===== src/rtl/loader_pkg.sv =====
// rtl/loader_pkg.sv - shared constants and state encoding for program_loader
// Purpose: state encoding, address/length/word widths and the length
//          range check used by program_loader and its sub-module.
// Ports:   none (package).
package loader_pkg;

  localparam int IM_ADDR_W = 10;
  localparam int LEN_W     = 16;   // length field as carried on the byte stream
  localparam int IDX_W     = 11;   // must reach MAX_WORDS itself, one past the last address
  localparam int BYTE_W    = 8;
  localparam int WORD_W    = 16;
  localparam int STATE_W   = 4;

  localparam logic [LEN_W-1:0] MAX_WORDS = 16'd1024;

  localparam logic [STATE_W-1:0] ST_IDLE    = 4'd0;
  localparam logic [STATE_W-1:0] ST_LEN_HI  = 4'd1;
  localparam logic [STATE_W-1:0] ST_LEN_LO  = 4'd2;
  localparam logic [STATE_W-1:0] ST_DATA_HI = 4'd3;
  localparam logic [STATE_W-1:0] ST_DATA_LO = 4'd4;
  localparam logic [STATE_W-1:0] ST_WRITE   = 4'd5;
  localparam logic [STATE_W-1:0] ST_CHECK   = 4'd6;
  localparam logic [STATE_W-1:0] ST_START   = 4'd7;
  localparam logic [STATE_W-1:0] ST_DONE    = 4'd8;
  localparam logic [STATE_W-1:0] ST_ERROR   = 4'd9;

  // A program must hold at least one word and fit in instruction memory.
  function automatic logic len_valid(input logic [LEN_W-1:0] n);
    return (n != '0) && (n <= MAX_WORDS);
  endfunction

endpackage


===== src/rtl/loader_word_assembler.sv =====
// rtl/loader_word_assembler.sv - pairs high/low program bytes into one 16-bit word
// Purpose: captures the high byte then the low byte of an instruction word.
// Ports:   clk      - rising-edge clock
//          reset    - asynchronous active-low reset, clears both halves
//          hi_we    - capture byte_in as the high byte
//          lo_we    - capture byte_in as the low byte
//          byte_in  - incoming program byte
//          word     - assembled word {high, low}
module loader_word_assembler
  import loader_pkg::*;
(
  input  logic              clk,
  input  logic              reset,
  input  logic              hi_we,
  input  logic              lo_we,
  input  logic [BYTE_W-1:0] byte_in,
  output logic [WORD_W-1:0] word
);

  logic [BYTE_W-1:0] hi_q;
  logic [BYTE_W-1:0] lo_q;

  always_ff @(posedge clk or negedge reset) begin
    if (!reset) begin
      hi_q <= '0;
      lo_q <= '0;
    end else begin
      if (hi_we) hi_q <= byte_in;
      if (lo_we) lo_q <= byte_in;
    end
  end

  assign word = {hi_q, lo_q};

endmodule


===== src/rtl/program_loader.sv =====
// rtl/program_loader.sv - byte-stream instruction-memory loader with CPU reset/start control
// Purpose: receives a length-prefixed program over a byte stream, writes each
//          16-bit word to instruction memory, then releases the CPU with a
//          one-cycle start pulse. Define LOADER_CHECKSUM_EN to require a
//          trailing XOR checksum byte before the CPU is started.
// Ports:   clk        - rising-edge system clock
//          reset      - asynchronous active-low reset
//          load_req   - begin a new session (honoured in IDLE, DONE, ERROR)
//          byte_in    - program byte
//          byte_valid - byte_in holds a valid byte
//          byte_ready - loader accepts a byte this cycle
//          en_write   - instruction-memory write strobe
//          im_address - instruction-memory word address
//          data_out   - instruction word to write
//          cpu_reset  - active-high processor reset hold
//          start      - one-cycle pulse to the control unit
//          busy/done/error - session status
module program_loader
  import loader_pkg::*;
(
  input  logic                 clk,
  input  logic                 reset,
  input  logic                 load_req,
  input  logic [BYTE_W-1:0]    byte_in,
  input  logic                 byte_valid,
  output logic                 byte_ready,
  output logic                 en_write,
  output logic [IM_ADDR_W-1:0] im_address,
  output logic [WORD_W-1:0]    data_out,
  output logic                 cpu_reset,
  output logic                 start,
  output logic                 busy,
  output logic                 done,
  output logic                 error
);

  logic [STATE_W-1:0] state_q;
  logic [STATE_W-1:0] state_d;
  logic [LEN_W-1:0]   len_q;
  logic [IDX_W-1:0]   idx_q;
  logic [IDX_W-1:0]   idx_inc;
  logic               xfer;
  logic               idle_like;
  logic               session_start;
  logic               last_word;
  logic [WORD_W-1:0]  word;

  assign xfer          = byte_valid & byte_ready;
  assign idle_like     = (state_q == ST_IDLE) || (state_q == ST_DONE) || (state_q == ST_ERROR);
  assign session_start = load_req & idle_like;
  assign idx_inc       = idx_q + IDX_W'(1);
  // Compared on the incremented index so word 1023 with N=1024 ends the
  // session instead of letting the 10-bit address wrap to 0.
  assign last_word     = (LEN_W'(idx_inc) == len_q);

`ifdef LOADER_CHECKSUM_EN
  logic [BYTE_W-1:0] csum_q;
  logic              csum_ok;

  assign csum_ok = (byte_in == csum_q);

  // Running XOR of every accepted byte before the trailing checksum byte.
  always_ff @(posedge clk or negedge reset) begin
    if (!reset) begin
      csum_q <= '0;
    end else if (session_start) begin
      csum_q <= '0;
    end else if (xfer && (state_q != ST_CHECK)) begin
      csum_q <= csum_q ^ byte_in;
    end
  end
`endif

  always_comb begin
    state_d = state_q;
    case (state_q)
      ST_IDLE, ST_DONE, ST_ERROR: begin
        if (load_req) state_d = ST_LEN_HI;
      end
      ST_LEN_HI: begin
        if (xfer) state_d = ST_LEN_LO;
      end
      ST_LEN_LO: begin
        if (xfer) state_d = len_valid({len_q[LEN_W-1:BYTE_W], byte_in}) ? ST_DATA_HI : ST_ERROR;
      end
      ST_DATA_HI: begin
        if (xfer) state_d = ST_DATA_LO;
      end
      ST_DATA_LO: begin
        if (xfer) state_d = ST_WRITE;
      end
      ST_WRITE: begin
`ifdef LOADER_CHECKSUM_EN
        state_d = last_word ? ST_CHECK : ST_DATA_HI;
`else
        state_d = last_word ? ST_START : ST_DATA_HI;
`endif
      end
`ifdef LOADER_CHECKSUM_EN
      ST_CHECK: begin
        if (xfer) state_d = csum_ok ? ST_START : ST_ERROR;
      end
`endif
      ST_START: begin
        state_d = ST_DONE;
      end
      default: begin
        state_d = ST_IDLE;
      end
    endcase
  end

  always_ff @(posedge clk or negedge reset) begin
    if (!reset) begin
      state_q <= ST_IDLE;
      len_q   <= '0;
      idx_q   <= '0;
    end else begin
      state_q <= state_d;
      if (session_start) begin
        idx_q <= '0;
      end else if (state_q == ST_WRITE) begin
        idx_q <= idx_inc;
      end
      if (xfer && (state_q == ST_LEN_HI)) len_q[LEN_W-1:BYTE_W] <= byte_in;
      if (xfer && (state_q == ST_LEN_LO)) len_q[BYTE_W-1:0]     <= byte_in;
    end
  end

  loader_word_assembler u_word_asm (
    .clk     (clk),
    .reset   (reset),
    .hi_we   (xfer && (state_q == ST_DATA_HI)),
    .lo_we   (xfer && (state_q == ST_DATA_LO)),
    .byte_in (byte_in),
    .word    (word)
  );

  // All outputs decode from the state register, so the asynchronous reset
  // drives them to their idle values without waiting for a clock edge.
  assign byte_ready = (state_q == ST_LEN_HI) || (state_q == ST_LEN_LO) ||
                      (state_q == ST_DATA_HI) || (state_q == ST_DATA_LO) ||
                      (state_q == ST_CHECK);
  assign en_write   = (state_q == ST_WRITE);
  assign im_address = idx_q[IM_ADDR_W-1:0];
  assign data_out   = word;
  assign start      = (state_q == ST_START);
  assign cpu_reset  = !((state_q == ST_START) || (state_q == ST_DONE));
  assign busy       = !idle_like;
  assign done       = (state_q == ST_DONE);
  assign error      = (state_q == ST_ERROR);

endmodule


===== config.mk =====
export PLATFORM = sky130hd
export DESIGN_NAME = program_loader
export DESIGN_NICKNAME = d
export VERILOG_FILES = /design/src/rtl/loader_pkg.sv /design/src/rtl/loader_word_assembler.sv /design/src/rtl/program_loader.sv
export SDC_FILE = /design/constraint.sdc
export NUM_CORES = 1
export LEC_CHECK = 0
export ABC_CLOCK_PERIOD_IN_PS = 2000
export CORE_AREA = 8 8 82 84
export DETAILED_ROUTE_END_ITERATION = 8
export DIE_AREA = 0 0 90 92
export DONT_BUFFER_PORTS = 1
export MAX_ROUTING_LAYER = met4
export PLACE_DENSITY_LB_ADDON = 0.2
export SYNTH_ARGS = -nofsm -noshare
export SYNTH_HDL_FRONTEND = slang
export SYNTH_HIERARCHICAL = 1
export SYNTH_SLANG_ARGS = --single-unit

===== constraint.sdc =====
create_clock -name clk -period 2 [get_ports clk]
set_input_delay 0.3 -clock clk [delete_from_list [all_inputs] [get_ports clk]]
set_output_delay 0.3 -clock clk [all_outputs]
set_load 0.01 [all_outputs]

# Yosys cells after proc, flatten, opt, wreduce, memory -nomap -nowiden
# Cells that the tools add are included.
# W data, S select, Z words.
# op_classes
add_sub_neg	1
mul	0
n_div	0
order_cmp	1
n_eq_ne	15
shifts	0
n_mux	10
n_bitwise	2
n_reduce_logical	19
# op_table
op	n
$pmux W4 S7	1
$mux W4	6
$mux W11	2
$eq A11 B16 Y1	1
$eq A4 B3 Y1 const B	4
$le A16 B11 Y1 const B	1
$reduce_bool A16 Y1	1
$add A11 B1 Y11 const B	1
$ne A2 B2 Y1 const B	5
$eq A4 B2 Y1 const B	2
$eq A4 B4 Y1 const B	2
$logic_or A1 B1 Y1	7
$logic_and A1 B1 Y1	5
$reduce_and A5 Y1	1
$eq A4 B1 Y1 const B	1
$logic_not A4 Y1	1
$mux W3	1
$reduce_or A3 Y1	1
$and A1 B1 Y1	2
$logic_not A1 Y1	2
$reduce_bool A2 Y1	1
# word_totals
register_bits	47
latch_bits	0
ram_bits	0
mem_bits_ro	0
inputBits	12
output_inout_bits	33
elab_cells	54
memories	0

# Logic depth before layout (Yosys ltp)
# logic_depth
word_depth	8
depth_mapped	7
depth_no_buf	6

# By module
# The synthesis kept the hierarchy.
# by_module_without_submodules
mod	instances	cells_each	area_each_um2	seq_area_each_um2
program_loader	1	214	1963.1	775.7
loader_word_assembler	1	34	663.1	400.4

# Worst setup path before layout
# No wires, ideal clock.
# synth_path
kind	register -> register
startpoint	register idx_q[0]
endpoint	register state_q[2]
t_arrival_ns	1.635
setup_slack_ns	0.299
path_stages_with_launch	7
path_buffers	0
cell_sequence	dfrtp_1 > ha_1 > nor2b_1 > or3_1 > a31oi_1 > o2111a_1 > a41o_1
# synth_between
elab_chain_len	4
# synth_lines
element	line_no	rtl
from (decl)	program_loader.sv:40	logic [IDX_W-1:0] idx_q;
from (signal assigned)	program_loader.sv:123	idx_q <= idx_inc;
$add A11 B1 Y11	program_loader.sv:51	assign idx_inc = idx_q + IDX_W'(1);
$eq A11 B16 Y1	program_loader.sv:54	assign last_word = (LEN_W'(idx_inc) == len_q);
$mux W3	program_loader.sv:96	state_d = last_word ? ST_START : ST_DATA_HI;
$pmux W4 S7	program_loader.sv:76	case (state_q)
to (signal assigned)	program_loader.sv:119	state_q <= state_d;
to (decl)	program_loader.sv:37	logic [STATE_W-1:0] state_q;
# Every way passes these cells.
# A chain may end at the register's enable or synchronous reset.

# Final worst setup path
# layout_path
startpoint	register len_q[12]
endpoint	register state_q[2]
# layout_between
elab_chain_len	3
# layout_lines
element	line_no	rtl
from (decl)	program_loader.sv:39	logic [LEN_W-1:0] len_q;
from (signal, indexed assignment)	program_loader.sv:125	if (xfer && (state_q == ST_LEN_HI)) len_q[LEN_W-1:BYTE_W] <= byte_in;
from (signal, indexed assignment)	program_loader.sv:126	if (xfer && (state_q == ST_LEN_LO)) len_q[BYTE_W-1:0] <= byte_in;
$eq A11 B16 Y1	program_loader.sv:54	
$mux W3	program_loader.sv:96	
$pmux W4 S7	program_loader.sv:76	
# Every way passes these cells.

==> impl_metrics.py <==
metrics = {
    "floorplanning": {
        "dieArea_um2": 8280,
        "rows": 27,
        "start_util_pct": 48.59,
        "core_um2": 5405,
        "die_y_um": 92,
        "ioPinCount": 45,
        "die_x_um": 90,
    },
    "cts": {
        "numCtsBuffers": 5,
        "cts_setup_buffers": 0,
        "clk_pin_slew_ns": 0.09,
        "htree_num_levels": 2,
        "cts_tree": "built",
        "clockBufferDepth": 2,
        "clock-sinks": 47,
        "insertion_delay_ns": 0.30,
        "cts-root-buf": "clkbuf_8",
    },
    "logic_synthesis": {
        "yosys-top-cells-count": "47 x dfrtp_1, 19 x nand2_1, 19 x nor2_1",
        "yosysSeqAreaShare_pct": 44.78,
        "netlist_area_um2": 2626,
        "ys_dominant_reg_cell": "dfrtp_1",
        "ys_warn_count": 6,
        "synth_cell_types": 51,
        "ys_ff_latch": 47,
        "synth_most_common_cell": "dfrtp_1",
        "synth.avg_cell_area_um2": 10.59,
        "synth_nets": 261,
        "synth_edf_count": 0,
        "ys_top_cells_by_area": "dfrtp_1 45%, mux2_4 9.1%, mux2_1 6.4%",
        "synth_cells": 248,
        "synth_top_area_share_pct": 44.78,
        "yosysTopAreaCell": "dfrtp_1",
        "async_flop_share_pct": 100.0,
    },
    "layout": {
        "num-nets-final": 263,
        "fillers": 507,
        "n_antenna_cell": 0,
        "final_core_util_pct": 51.90,
        "area_growth_pct": 6.813,
        "drive_above_1_share_pct": 20.72,
    },
    "drt": {
        "wl_per_cell_um": 18.25,
        "via_per_inst": 5.647,
        "drt_first_pass_iters": 4,
        "ant_nets": 0,
        "first_iter_violations": 119,
        "routed_wl_um": 5895,
        "drc_errors": 0,
        "via_count": 1824,
    },
    "setup_path": {
        "path_cells": "or4_4 -> nor2_4 -> o311ai_1 -> nor4_1 -> a41o_1",
        "r2r-start": "len_q[12]",
        "cp_data_arrival_time_ns": 2.16,
        "crit_path_end_kind": "register",
        "crit_type": "register to register",
        "required_ns": 2.24,
        "cpMaxStageDelayCell": "or4_4",
        "slowest_delay_ns": 0.56,
        "cp_max_fo": 3,
        "worst_setup_path_start_kind": "register",
        "worstSetupStartpoint": "len_q[12]",
    },
    "global_routing": {
        "grt_max_degree": 48,
        "antenna_found_initial": 0,
        "grt_util_all_layers_pct": 15.15,
        "first_global_vias": 1890,
        "grt-ovfl-total": 0,
        "grt_pass1_wl_um": 9936,
    },
    "timing": {
        "tns_ns": 0,
        "grt_setup_unrepaired": "false",
        "setup_viol": 0,
        "hold_violations": 0,
        "min_period_ns": 1.925,
        "timing.fmax_ghz": 0.5196,
        "max-slew-margin-rel_pct": 68.00,
        "period_share_pct": 96.24,
        "whs_ns": 0.1214,
        "fin_skew_ns": 0.008420,
        "worst_slack_ns": 0.07526,
        "slew_violations": 0,
        "worst_slew_pin_slew_ns": 0.4771,
    },
    "worst_hold_path": {
        "hp-start": "byte_in[3]",
        "hold_class": "input pin to register",
    },
    "job": {
        "maxCapViolCount": 0,
    },
    "placement": {
        "numPortBuffers": 0,
        "post-place-ws_ns": 0.1745,
        "gp_congestion": 0.8053,
        "hpwl_um": 4213,
    },
    "power": {
        "internal_power_mw": 2.393,
        "power_density_nw_per_um2": 1396,
        "swShare_pct": 38.90,
        "vdd_ir_drop_max_mv": 0.6482,
        "p_clk_share_pct": 15.0,
        "netSwitchingPower_mw": 1.523,
        "sequentialPowerShare_pct": 46.1,
        "power_frac_comb_pct": 38.8,
        "p_leak_nw": 1.197,
    },
    "run_status": {
        "status": "complete, no violations",
    },
}
power by group through the flow:
| stage | sequential (mW) | clock (mW) | combinational [mW] |
|---|---|---|---|
| floorplan | 1.68 | 0 | 1.26 |
| finish | 1.81 | 0.589 | 1.52 |
| CTS | 1.80 | 0.606 | 1.54 |
| global route | 1.87 | 0.637 | 1.70 |
| global placement | 1.81 | 0 | 1.48 |
| detailed placement | 1.81 | 0 | 1.50 |
flip-flops by register name (all words and copies together), names as in the netlist:
name,count
u_word_asm/lo_q,8
u_word_asm/hi_q,8
state_q,4
len_q,16
idx_q,11
cell usage in the layout (no fill, tap or decap), types with 3 or more instances in the layout:
cell type	count
a21oi_1	5
and3_1	3
buf_4	13
clkbuf_8	5
dfrtp_1	46
inv_1	6
mux2_1	15
mux2_4	16
nand2_1	18
nand2b_1	4
nand3_1	4
nand4_1	5
nor2_1	19
nor2b_1	6
nor3_1	3
nor4_1	4
o21ai_0	4
o21ai_1	17
or3_1	3
xnor2_1	8
xor2_1	5
final cells by class:
type	instances	area [um2]	share of cell area [%]
well taps	72	90.09	3.211
inverters	8	30.03	1.070
multi-input cells	173	1284	45.76
repair buffers	15	135.1	4.817
flip-flops and latches	47	1177	41.97
clock buffers	6	72.57	2.587
clock inverters	2	16.27	0.5798
logic make-up (layout without fill, tap and decap cells):
| group | count (synthesis) | after routing | share of synthesized area (%) |
|---|---|---|---|
| AND/OR/NAND/NOR | 85 | 85 | 18.10 |
| flip-flops | 47 | 47 | 44.78 |
| AO/OA/AOI/OAI | 41 | 41 | 9.481 |
| multiplexers | 33 | 33 | 16.39 |
| buffers and inverters | 28 | 31 | 6.431 |
| XOR/XNOR | 13 | 13 | 4.335 |
| adder cells (fa/ha/maj) | 1 | 1 | 0.4763 |
stage by stage:
stage	instance area, um2	power (mW)	std cells
2_1_floorplan	2626	2.940	248
3_5_place_dp	2675	3.314	313
4_1_cts	2801	3.944	323
3_3_place_gp	2675	3.294	313
5_1_grt	2805	4.201	323
6_report	2805	3.916	323
final timing paths:
path                              end  depth (start not counted)  slack (ns)
hold / removal               len_q[3]                          1        0.12
max in group asynchronous  state_q[2]                          2        1.27
setup / recovery           state_q[2]                          5        0.08
hold reg to reg             idx_q[10]                          1        0.50
setup reg to reg           state_q[2]                          5        0.08
min in group asynchronous    idx_q[3]                          2        0.49
worst max-delay path: cells and delay by family (launching register included):
family / cells / cell delay (ns)
and+or+nand+nor: 3 / 1.11
DFF: 1 / 0.41
AOI/OAI and AO/OA: 2 / 0.34
per-layer routing:
| layer | vias to the layer above | track usage (%) | share of wire [%] |
|---|---|---|---|
| met1 | 899 | 18.99 | 48 |
| met4 | 0 | 3.329 | 0.39 |
| li1 | 876 | - | - |
| met5 | - | - | 0 |
| met3 | 2 | 4.971 | 7.0 |
| met2 | 47 | 23.31 | 45 |
timing repair:
action / 4_1_cts / 5_1_grt
setup endpoints to repair: 0 / 1
resized for setup: 0 / 2
hold buffers: 2 / 0
hold endpoints to repair: 47 / 0
No activity file was read; power rests on OpenSTA's default activity.
